[src/rtl/wb_arbiter_if.sv]
// Write-back arbiter bus: ALU and long-latency result inputs, register-file write port
// and hazard-unit status. The slave modport is the arbiter's side.
interface wb_arbiter_if #(
   parameter int FIFO_DEPTH = 4
);
   localparam int CNT_W = $clog2(FIFO_DEPTH) + 1;

   logic             alu_valid;
   logic [4:0]       alu_reg;
   logic [31:0]      alu_data;
   logic             mem_valid;
   logic [4:0]       mem_reg;
   logic [31:0]      mem_data;
   logic             mem_ready;
   logic [4:0]       writereg;
   logic [31:0]      writedata;
   logic             RegWrite;
   logic             alu_stall;
   logic [31:0]      busy_mask;
   logic [CNT_W-1:0] fifo_count;
   logic             err;

   modport master (
      output alu_valid, alu_reg, alu_data, mem_valid, mem_reg, mem_data,
      input  mem_ready, writereg, writedata, RegWrite, alu_stall, busy_mask, fifo_count, err
   );

   modport slave (
      input  alu_valid, alu_reg, alu_data, mem_valid, mem_reg, mem_data,
      output mem_ready, writereg, writedata, RegWrite, alu_stall, busy_mask, fifo_count, err
   );
endinterface

[src/rtl/wb_arbiter.sv]
// Register-file write-port arbiter: unstallable ALU results versus a FIFO of
// long-latency results, with a starvation limit and a pending-write scoreboard.
module wb_arbiter #(
   parameter int FIFO_DEPTH   = 4,
   parameter int STARVE_LIMIT = 4
) (
   input  logic           clk,
   input  logic           rst_n,
   wb_arbiter_if.slave    bus
);
   localparam int PTR_W = $clog2(FIFO_DEPTH);
   localparam int CNT_W = PTR_W + 1;
   localparam int STV_W = $clog2(STARVE_LIMIT + 1);
   localparam logic [CNT_W-1:0] DEPTH_C = CNT_W'(FIFO_DEPTH);
   localparam logic [STV_W-1:0] LIMIT_C = STV_W'(STARVE_LIMIT);

   logic [4:0]       r_fifo_reg  [FIFO_DEPTH];
   logic [31:0]      r_fifo_data [FIFO_DEPTH];
   logic [PTR_W-1:0] r_wr_ptr;
   logic [PTR_W-1:0] r_rd_ptr;
   logic [CNT_W-1:0] r_count;
   logic [STV_W-1:0] r_starve;
   logic [4:0]       r_writereg;
   logic [31:0]      r_writedata;
   logic             r_regwrite;
   logic             r_err;

   logic             w_nonempty;
   logic             w_stall;
   logic             w_ready;
   logic             w_push;
   logic             w_pop;
   logic             w_alu_win;
   logic             w_err_set;
   logic [31:0]      w_fifo_mask;
   logic [CNT_W-1:0] w_count_nxt;
   logic [STV_W-1:0] w_starve_nxt;

   function automatic logic [31:0] onehot32(input logic [4:0] reg_idx);
      onehot32 = 32'd1 << reg_idx;
   endfunction

   assign w_nonempty = (r_count != {CNT_W{1'b0}});
   assign w_stall    = (r_starve >= LIMIT_C);
   // Ready is forced low during reset; no full-bypass even when a pop is pending.
   assign w_ready    = rst_n && (r_count < DEPTH_C);
   assign w_push     = bus.mem_valid && w_ready && (bus.mem_reg != 5'd0);

   // Registers targeted by entries currently held in the FIFO
   always_comb begin
      logic [PTR_W-1:0] v_off;
      v_off       = {PTR_W{1'b0}};
      w_fifo_mask = 32'd0;
      for (int i = 0; i < FIFO_DEPTH; i++) begin
         v_off       = PTR_W'(i) - r_rd_ptr;
         w_fifo_mask = w_fifo_mask |
                       (({1'b0, v_off} < r_count) ? onehot32(r_fifo_reg[i]) : 32'd0);
      end
   end

   // Write-port winner selection
   always_comb begin
      w_pop     = 1'b0;
      w_alu_win = 1'b0;
      if (w_stall && w_nonempty) begin
         w_pop = 1'b1;
      end else if (bus.alu_valid && (bus.alu_reg != 5'd0)) begin
         w_alu_win = 1'b1;
      end else if (w_nonempty) begin
         w_pop = 1'b1;
      end else begin
         w_pop     = 1'b0;
         w_alu_win = 1'b0;
      end
   end

   assign w_err_set = bus.alu_valid &&
                      (w_stall || ((bus.alu_reg != 5'd0) && w_fifo_mask[bus.alu_reg]));

   // Next occupancy and starvation count
   always_comb begin
      case ({w_push, w_pop})
         2'b10:   w_count_nxt = r_count + CNT_W'(1);
         2'b01:   w_count_nxt = r_count - CNT_W'(1);
         default: w_count_nxt = r_count;
      endcase
      if (w_pop || !w_nonempty) begin
         w_starve_nxt = {STV_W{1'b0}};
      end else if (r_starve < LIMIT_C) begin
         w_starve_nxt = r_starve + STV_W'(1);
      end else begin
         w_starve_nxt = r_starve;
      end
   end

   // FIFO control state and sticky error
   always_ff @(posedge clk or negedge rst_n) begin
      if (!rst_n) begin
         r_wr_ptr <= {PTR_W{1'b0}};
         r_rd_ptr <= {PTR_W{1'b0}};
         r_count  <= {CNT_W{1'b0}};
         r_starve <= {STV_W{1'b0}};
         r_err    <= 1'b0;
      end else begin
         if (w_push) r_wr_ptr <= r_wr_ptr + PTR_W'(1);
         if (w_pop)  r_rd_ptr <= r_rd_ptr + PTR_W'(1);
         r_count  <= w_count_nxt;
         r_starve <= w_starve_nxt;
         r_err    <= r_err || w_err_set;
      end
   end

   // FIFO payload storage; validity comes from the pointers, so no reset needed
   always_ff @(posedge clk) begin
      if (w_push) begin
         r_fifo_reg[r_wr_ptr]  <= bus.mem_reg;
         r_fifo_data[r_wr_ptr] <= bus.mem_data;
      end
   end

   // Output stage: address/data hold when nothing wins
   always_ff @(posedge clk or negedge rst_n) begin
      if (!rst_n) begin
         r_regwrite  <= 1'b0;
         r_writereg  <= 5'd0;
         r_writedata <= 32'd0;
      end else if (w_alu_win) begin
         r_regwrite  <= 1'b1;
         r_writereg  <= bus.alu_reg;
         r_writedata <= bus.alu_data;
      end else if (w_pop) begin
         r_regwrite  <= 1'b1;
         r_writereg  <= r_fifo_reg[r_rd_ptr];
         r_writedata <= r_fifo_data[r_rd_ptr];
      end else begin
         r_regwrite  <= 1'b0;
      end
   end

   assign bus.mem_ready  = w_ready;
   assign bus.alu_stall  = w_stall;
   assign bus.writereg   = r_writereg;
   assign bus.writedata  = r_writedata;
   assign bus.RegWrite   = r_regwrite;
   assign bus.fifo_count = r_count;
   assign bus.err        = r_err;
   assign bus.busy_mask  = (w_fifo_mask | (r_regwrite ? onehot32(r_writereg) : 32'd0)) & ~32'd1;
endmodule

[src/flat_wrapper.sv]
// flat-port wrapper written by rule: the top's interface ports become plain ports
module wb_arbiter_flat 
#(
   parameter int FIFO_DEPTH   = 4,
   parameter int STARVE_LIMIT = 4
)
  (clk, rst_n, bus_alu_valid, bus_alu_reg, bus_alu_data, bus_mem_valid, bus_mem_reg, bus_mem_data, bus_mem_ready, bus_writereg, bus_writedata, bus_RegWrite, bus_alu_stall, bus_busy_mask, bus_fifo_count, bus_err);
  wb_arbiter_if #(.FIFO_DEPTH(FIFO_DEPTH)) bus_i ();
  input  logic clk;
  input  logic rst_n;
  input wire logic [$bits(bus_i.alu_valid)-1:0] bus_alu_valid;
  input wire logic [$bits(bus_i.alu_reg)-1:0] bus_alu_reg;
  input wire logic [$bits(bus_i.alu_data)-1:0] bus_alu_data;
  input wire logic [$bits(bus_i.mem_valid)-1:0] bus_mem_valid;
  input wire logic [$bits(bus_i.mem_reg)-1:0] bus_mem_reg;
  input wire logic [$bits(bus_i.mem_data)-1:0] bus_mem_data;
  output wire logic [$bits(bus_i.mem_ready)-1:0] bus_mem_ready;
  output wire logic [$bits(bus_i.writereg)-1:0] bus_writereg;
  output wire logic [$bits(bus_i.writedata)-1:0] bus_writedata;
  output wire logic [$bits(bus_i.RegWrite)-1:0] bus_RegWrite;
  output wire logic [$bits(bus_i.alu_stall)-1:0] bus_alu_stall;
  output wire logic [$bits(bus_i.busy_mask)-1:0] bus_busy_mask;
  output wire logic [$bits(bus_i.fifo_count)-1:0] bus_fifo_count;
  output wire logic [$bits(bus_i.err)-1:0] bus_err;
  assign bus_i.alu_valid = bus_alu_valid;
  assign bus_i.alu_reg = bus_alu_reg;
  assign bus_i.alu_data = bus_alu_data;
  assign bus_i.mem_valid = bus_mem_valid;
  assign bus_i.mem_reg = bus_mem_reg;
  assign bus_i.mem_data = bus_mem_data;
  assign bus_mem_ready = bus_i.mem_ready;
  assign bus_writereg = bus_i.writereg;
  assign bus_writedata = bus_i.writedata;
  assign bus_RegWrite = bus_i.RegWrite;
  assign bus_alu_stall = bus_i.alu_stall;
  assign bus_busy_mask = bus_i.busy_mask;
  assign bus_fifo_count = bus_i.fifo_count;
  assign bus_err = bus_i.err;
  wb_arbiter #(.FIFO_DEPTH(FIFO_DEPTH), .STARVE_LIMIT(STARVE_LIMIT)) u_core (.clk(clk), .rst_n(rst_n), .bus(bus_i));
endmodule
[config.mk]
export PLATFORM = sky130hd
export DESIGN_NAME = wb_arbiter_flat
export DESIGN_NICKNAME = d
export VERILOG_FILES = /design/src/rtl/wb_arbiter_if.sv /design/src/rtl/wb_arbiter.sv /design/src/flat_wrapper.sv
export SDC_FILE = /design/constraint.sdc
export NUM_CORES = 1
export LEC_CHECK = 0
export CAP_MARGIN = 20
export CORE_ASPECT_RATIO = 0.5
export CORE_UTILIZATION = 55
export CTS_BUF_LIST = sky130_fd_sc_hd__clkbuf_8
export DETAILED_ROUTE_END_ITERATION = 6
export PLACE_DENSITY = 0.82
export SLEW_MARGIN = 20
export SYNTH_ARGS = -nofsm -noshare
export SYNTH_HDL_FRONTEND = slang
export SYNTH_SLANG_ARGS = --single-unit
[constraint.sdc]
create_clock -name clk -period 5.4 [get_ports clk]
set_clock_uncertainty 0.15 [all_clocks]
set_input_delay 0.54 -clock clk [delete_from_list [all_inputs] [get_ports clk]]
set_output_delay 0.54 -clock clk [all_outputs]
set_load 0.01 [all_outputs]
==> results of run 1 <==
stage by stage:
stage	instance area [um^2]	hold WS, ps	setup WS (ps)
after floorplan	9530	94.4	1960
after global placement	11200	307	1510
after detailed placement	11200	314	1450
after CTS	11700	139	999
after global routing	11700	171	678
final	11700	145	959
layer usage:
metal | GRT usage, % | vias to the layer above | share of wire [%]
li1 | - | 3151 | -
met5 | 0 | - | 0
met1 | 45.0 | 3763 | 40
met4 | 12.5 | 0 | 3.0
met2 | 60.6 | 470 | 50
met3 | 4.71 | 61 | 7.1
logic make-up after synthesis:
group	count (synthesis)	synth area share [%]
fa+ha+maj	12	1.65
buf+inv	58	2.56
simple gates	262	13.5
compound gates	170	12.9
xor+xnor	7	0.643
mux	41	9.18
other cells	1	0.0394
flops	197	59.5
layout make-up:
class	instances	area (um^2)	area share, %
timing repair buffer	159	1570	13.4
inverter	17	63.8	0.547
clock buffer	17	234	2.00
multi-input combinational	493	3630	31.1
tap	227	284	2.43
sequential	197	5670	48.6
clock inverter	15	223	1.91
placed cells by master, fill, tap and decap left out, drive strengths merged, types with 7 or more instances in the layout:
cell type,n
inv,27
a221oi,14
a21oi,8
o22ai,56
edfxtp,148
or2,8
ha,11
clkdlybuf4s50,151
o21ai,32
nor2b,19
nand2b,26
clkbuf,17
dfrtp,49
mux4,37
nand2,38
buf,8
a211oi,7
nor2,110
nor3,11
and2,12
nand3,20
power groups by stage:
stage                     Sequential, mW  Clock (mW)  Combinational, mW
final                               2.11        1.08               2.18
after global routing                2.14        1.13               2.31
after CTS                           2.10        1.08               2.16
after detailed placement            2.13           0               2.14
after global placement              2.11           0               2.10
after floorplan                     2.09           0               1.27
synth_stat cells, drive strengths merged (11+ instances only):
master  instances  area share (%)
a221oi         14             1.3
and2           12            0.81
buf            13            0.79
clkbuf         28             1.1
dfrtp          49              13
edfxtp        148              47
ha             11             1.4
inv            17            0.67
mux4           37             8.7
nand2          38             1.5
nand2b         26             2.0
nand3          20             1.1
nor2          110             4.3
nor2b          19             1.3
nor3           11            0.58
o21ai          32             1.7
o22ai          56             3.7
worst max-delay path, cell delays in order, from the launching register on:
cell	delay, ps
dfrtp_2	560
xnor2_1	270
inv_1	70
ha_1	270
nor2b_1	240
a211o_1	430
nand2b_4	230
o32ai_1	90
a221oi_1	460
o21ai_0	180
clkdlybuf4s50_1	510
path summary, 6_finish.rpt:
check / from / to / slack, ps / cells after the start
setup / recovery: u_core.r_rd_ptr[0] / bus_busy_mask[16] / 960 / 10
max in group asynchronous: rst_n / u_core.r_rd_ptr[0] / 4400 / 2
setup reg to reg: u_core.r_rd_ptr[0] / u_core.bus.err / 1440 / 12
min in group clk: u_core.r_starve[0] / u_core.r_starve[0] / 330 / 1
hold reg to reg: u_core.r_starve[0] / u_core.r_starve[0] / 330 / 1
hold / removal: rst_n / u_core.bus.writereg[1] / 140 / 2
==> results.md, run 1 <==
* Outcome: finished clean
* Growth of design area from synthesis to finish at 22.5%
* Grt total ovfl at 0
* Critical Path AT at 3750 ps
* Placement Rows at 33
* Initial Util at about 57%
* Clock share of power at 20.0%
* DRT Pass-1 Iters at 5
* Number of warnings printed during yosys synthesis at 0
* Transition time at the pin with the least slew margin at between 1000 and 1500 ps
* Drt first-iter violations at ~710
* Switching pwr at 2.09 mW
* Power per standard cell area at 460 mW/mm^2
* Final-layout setup total negative slack at 0 ps
* Post-DR wirelength/cell at 27.0 um
* RSZ-0062 raised after global routing: false
* Placeable Area at between 0.015 and 0.02 mm^2
* Vias post-DR at between 7000 and 8000
* Max Freq at between 200 and 250 MHz
* Number of clock buffers inserted by TritonCTS at 17
* Wire length of the first global-routing pass at roughly 45000 um
* Resized cells post-CTS at 0
* Dominant synthesized flop cell: edfxtp_1
* VDD IR-drop max at 0.304 mV
* Synthesized area per cell at 12.7 um^2
* Total design power at 5.37 mW
* Deepest clock path buffer count at 2
* DP HPWL at 20900 um
* Switching share of power at approximately two fifths
* Synth Instances at about 750
* Number of primary I/O pins at 154
* Insertion delay to the later sink of the worst-skew pair at between 400 and 500 ps
* Post-synthesis register bit count at roughly 200
* Count of antenna-violating nets left after detailed routing at 0
* Count of inserted antenna diode cells at 0
* Fill cell instance count of the final layout at about 1100
* CTS HTree Levels at 4
* Overall fraction of global-route tracks in use at 34.6%
* Share of flip-flops with an asynchronous set or reset at roughly a quarter
* CTS tree: yes
* Count of flip-flops with a built-in enable after synthesis at between 100 and 150
* Fraction of power consumed by sequential logic at roughly two fifths
* Class of the tightest hold or removal check: in -> async
* Maximum Capacitance Violations at 0
* Start-to-end type of the worst setup path: reg -> out
* Clock tree sinks at between 150 and 200
* Largest fanout on the critical path at 13
* Port Buffer Count at 152
* Post-Syn Area at 0.00953 mm^2
* Routability Congestion at between 1 and 1.5
* Post-layout min period at about 4400 ps
* P_leak at 3.98 nW
* Inst Count DP at 1093
* Net count reported at finish at between 900 and 1000
* Post-CTS clock slew at the launch and capture registers of the worst setup and hold paths at 140 ps
* Post-Syn Nets at 838
* Final Setup Violations at 0
* Chip Width at 188 um
* DIE AREA at 0.0179 mm^2
* Internal power component at 3.28 mW
* Endpoint type of the worst setup path: primary output
* Number of antenna violations at the first check in global routing at 0
* Sequential area share after synthesis at between 50% and 60%
* Die Y at 95.1 um
* Routed wire length at approximately 30000 um
* Max_slew headroom at 29.0%
* Share of post-route cells with drive strength above 1 at 12.1%
* Critical Path RT at between 4000 and 5000 ps
* DRC violation count after routing at 0
* Post-CTS setup buffer count at 0
* Post-Layout Cell Count at around 1100
* Max reg flops at 128
* Final worst path period share at 82.2%
* Count of hold-fix buffers inserted at cts at 0
* Combinational fraction of design power at 40.7%
* Pin count of the biggest net entering global routing at 50
* Root cell of the clock tree: clkbuf_8
* CP startpoint kind: flip-flop
* Library cells used by synthesis at 69
* Number of global-route vias before repair at approximately 7300
* Max-slew violations at 0
* Number of endpoints with negative hold slack in the final report at 0
* Via density per instance at around 6.6
* Finished Core Util at 70.2%
Note: power is estimated with default switching activity, not from simulation.
==> run 2: changes to the inputs <==
==> constraint.sdc (replaced) <==
create_clock -name clk -period 4.5 [get_ports clk]
set_clock_uncertainty 0.15 [all_clocks]
set_input_delay 0.45 -clock clk [delete_from_list [all_inputs] [get_ports clk]]
set_output_delay 0.45 -clock clk [all_outputs]
set_load 0.01 [all_outputs]
==> run 2 against run 1 <==
  * Wire length grew 2.4%
  * Largest cell class unchanged
  * Non-clock buffer count rose by 7
  * Power is 19% higher
  * Worst hold slack lost 110 ps
==> results.md, run 2 (same netlist as run 1, synthesis figures left out) <==
* Grt total ovfl at 0
* Count of hold-fix buffers inserted at cts at 0
* Wire length of the first global-routing pass at 46300 um
* Net count reported at finish at a little under 1000
* Pin count of the biggest net entering global routing at 50
* Insertion delay to the later sink of the worst-skew pair at roughly 470 ps
* Chip Width at 188 um
* CTS tree: yes
* P_leak at 4.01 nW
* Growth of design area from synthesis to finish at 22.9%
* Root cell of the clock tree: clkbuf_8
* Count of inserted antenna diode cells at 0
* Outcome: finished clean
* Final worst path period share at 96.6%
* Overall fraction of global-route tracks in use at a little over a third
* Number of global-route vias before repair at 7425
* Post-CTS clock slew at the launch and capture registers of the worst setup and hold paths at 130 ps
* Number of antenna violations at the first check in global routing at 0
* Class of the tightest hold or removal check: in -> async
* Max Freq at roughly 230 MHz
* RSZ-0062 raised after global routing: false
* Post-CTS setup buffer count at 0
* Die Y at 95.1 um
* Critical Path RT at 3900 ps
* Count of antenna-violating nets left after detailed routing at 0
* DIE AREA at between 0.015 and 0.02 mm^2
* Top library cells by usage in the layout, fill and taps aside: 151 x clkdlybuf4s50_1, 148 x edfxtp_1, 110 x nor2_1
* Drt first-iter violations at 810
* Post-DR wirelength/cell at around 27 um
* Final-layout setup total negative slack at 0 ps
* Placeable Area at around 0.017 mm^2
* Most frequent standard cell in the layout excluding fill and tap cells: clkdlybuf4s50_1
* Max-slew violations at 0
* Placement Rows at 33
* CTS HTree Levels at 4
* Worst reg2reg path startpoint: u_core.r_rd_ptr[0]
* Critical Path AT at 3750 ps
* Start-to-end type of the worst setup path: reg -> out
* Final Setup Violations at 0
* Number of clock buffers inserted by TritonCTS at 17
* Number of primary I/O pins at 154
* Routed wire length at ~31000 um
* DP HPWL at 21300 um
* Worst-case reg-to-reg path depth at 12
* Reg-to-reg critical path endpoint: u_core.bus.err
* Maximum Capacitance Violations at 0
* Worst-case register-to-register setup slack at 720 ps
* Deepest clock path buffer count at 2
* Max reg flops at 128
* Max_slew headroom at 38.8%
* Vias post-DR at between 7000 and 8000
* Initial Util at 57.3%
* Port Buffer Count at ~150
* Transition time at the pin with the least slew margin at 908 ps
* Routability Congestion at 0.993
* Total design power at 6.39 mW
* Clock tree sinks at 197
* Number of endpoints with negative hold slack in the final report at 0
* VDD IR-drop max at about 0.40 mV
* Via density per instance at 6.74
* Finished Core Util at 70.4%
* Fill cell instance count of the final layout at 1060
* Power per standard cell area at 546 mW/mm^2
* Share of post-route cells with drive strength above 1 at 12.9%
* Endpoint type of the worst setup path: primary output
* DRC violation count after routing at 0
* CP startpoint kind: flip-flop
* DRT Pass-1 Iters at 6
* Post-layout min period at 4350 ps
* Largest fanout on the critical path at 9
==> run 2: changes by cell type in the layout (fill, tap and decap cells not counted) <==
| cell | delta |
|---|---|
| buf_4 | +7 |
| a221oi_2 | +1 |
| clkinv_1 | +1 |
| a211o_1 | -1 |
| a211o_2 | +1 |
| inv_12 | -2 |
| clkinv_4 | +2 |
| a221oi_1 | -1 |
| clkinv_8 | +2 |
| inv_16 | -2 |
| clkinvlp_4 | -1 |
==> run 2: where the power goes <==
group,switching (mW),leakage (nW),internal (mW)
Sequential,0.265,1.90,2.25
Clock,0.780,0.210,0.439
Combinational,1.42,1.90,1.24
==> run 2: worst max-delay path by stage <==
| stage | start | end | cells past startpoint |
|---|---|---|---|
| after global routing | u_core.r_rd_ptr[0] | bus_busy_mask[6] | 10 |
| after detailed placement | u_core.r_rd_ptr[0] | u_core.bus.err | 12 |
| after CTS | u_core.r_rd_ptr[0] | bus_busy_mask[6] | 10 |
| after floorplan | u_core.r_rd_ptr[0] | u_core.bus.err | 15 |
| final | u_core.r_rd_ptr[0] | bus_busy_mask[6] | 10 |
| after global placement | u_core.r_rd_ptr[0] | bus_busy_mask[8] | 10 |
==> run 2: cell type report <==
cell class,instances,area (um^2),area share (%)
clock inverters,15,196,1.68
multi-input cells,493,3640,31.1
well taps,227,284,2.43
repair buffers,166,1620,13.8
inverters,17,63.8,0.545
clock buffers,17,234,2.00
flip-flops and latches,197,5670,48.4
==> run 2: what timing repair did <==
item | 4_1_cts | 5_1_grt
setup endpoints to repair | 0 | 2
hold endpoints to repair | 0 | 0
gates resized for setup | 0 | 2
==> run 2: per-stage QoR <==
| step | setup slack, ps | std cells | hold WS [ps] | area (um^2) |
|---|---|---|---|---|
| final | 154 | 1132 | 39.4 | 11700 |
| after global routing | 7.55 | 1132 | 47.3 | 11700 |
| after CTS | 224 | 1132 | 35.8 | 11700 |
| after detailed placement | 677 | 1100 | 336 | 11300 |
| after global placement | 713 | 1100 | 310 | 11300 |
| after floorplan | 1060 | 748 | 4.41 | 9530 |
==> run 2: worst max-delay path: stages (launching register included) <==
cell,delay (ps)
dfrtp_2,510
xnor2_1,240
inv_1,60
ha_1,270
nor2b_1,160
a211oi_2,540
nand3_1,280
o32ai_1,340
nor2_1,150
o21ai_0,140
clkdlybuf4s50_1,580
==> run 2: routing by layer <==
layer / routed length [um] / track usage (%) / up-vias / share of wire (%)
met5: 0 / 0 / - / 0
met4: 1060 / 14.0 / 0 / 3.4
met3: 2750 / 7.40 / 90 / 8.8
met2: 15200 / 59.8 / 572 / 49
met1: 12100 / 46.5 / 3803 / 39
li1: - / - / 3167 / -
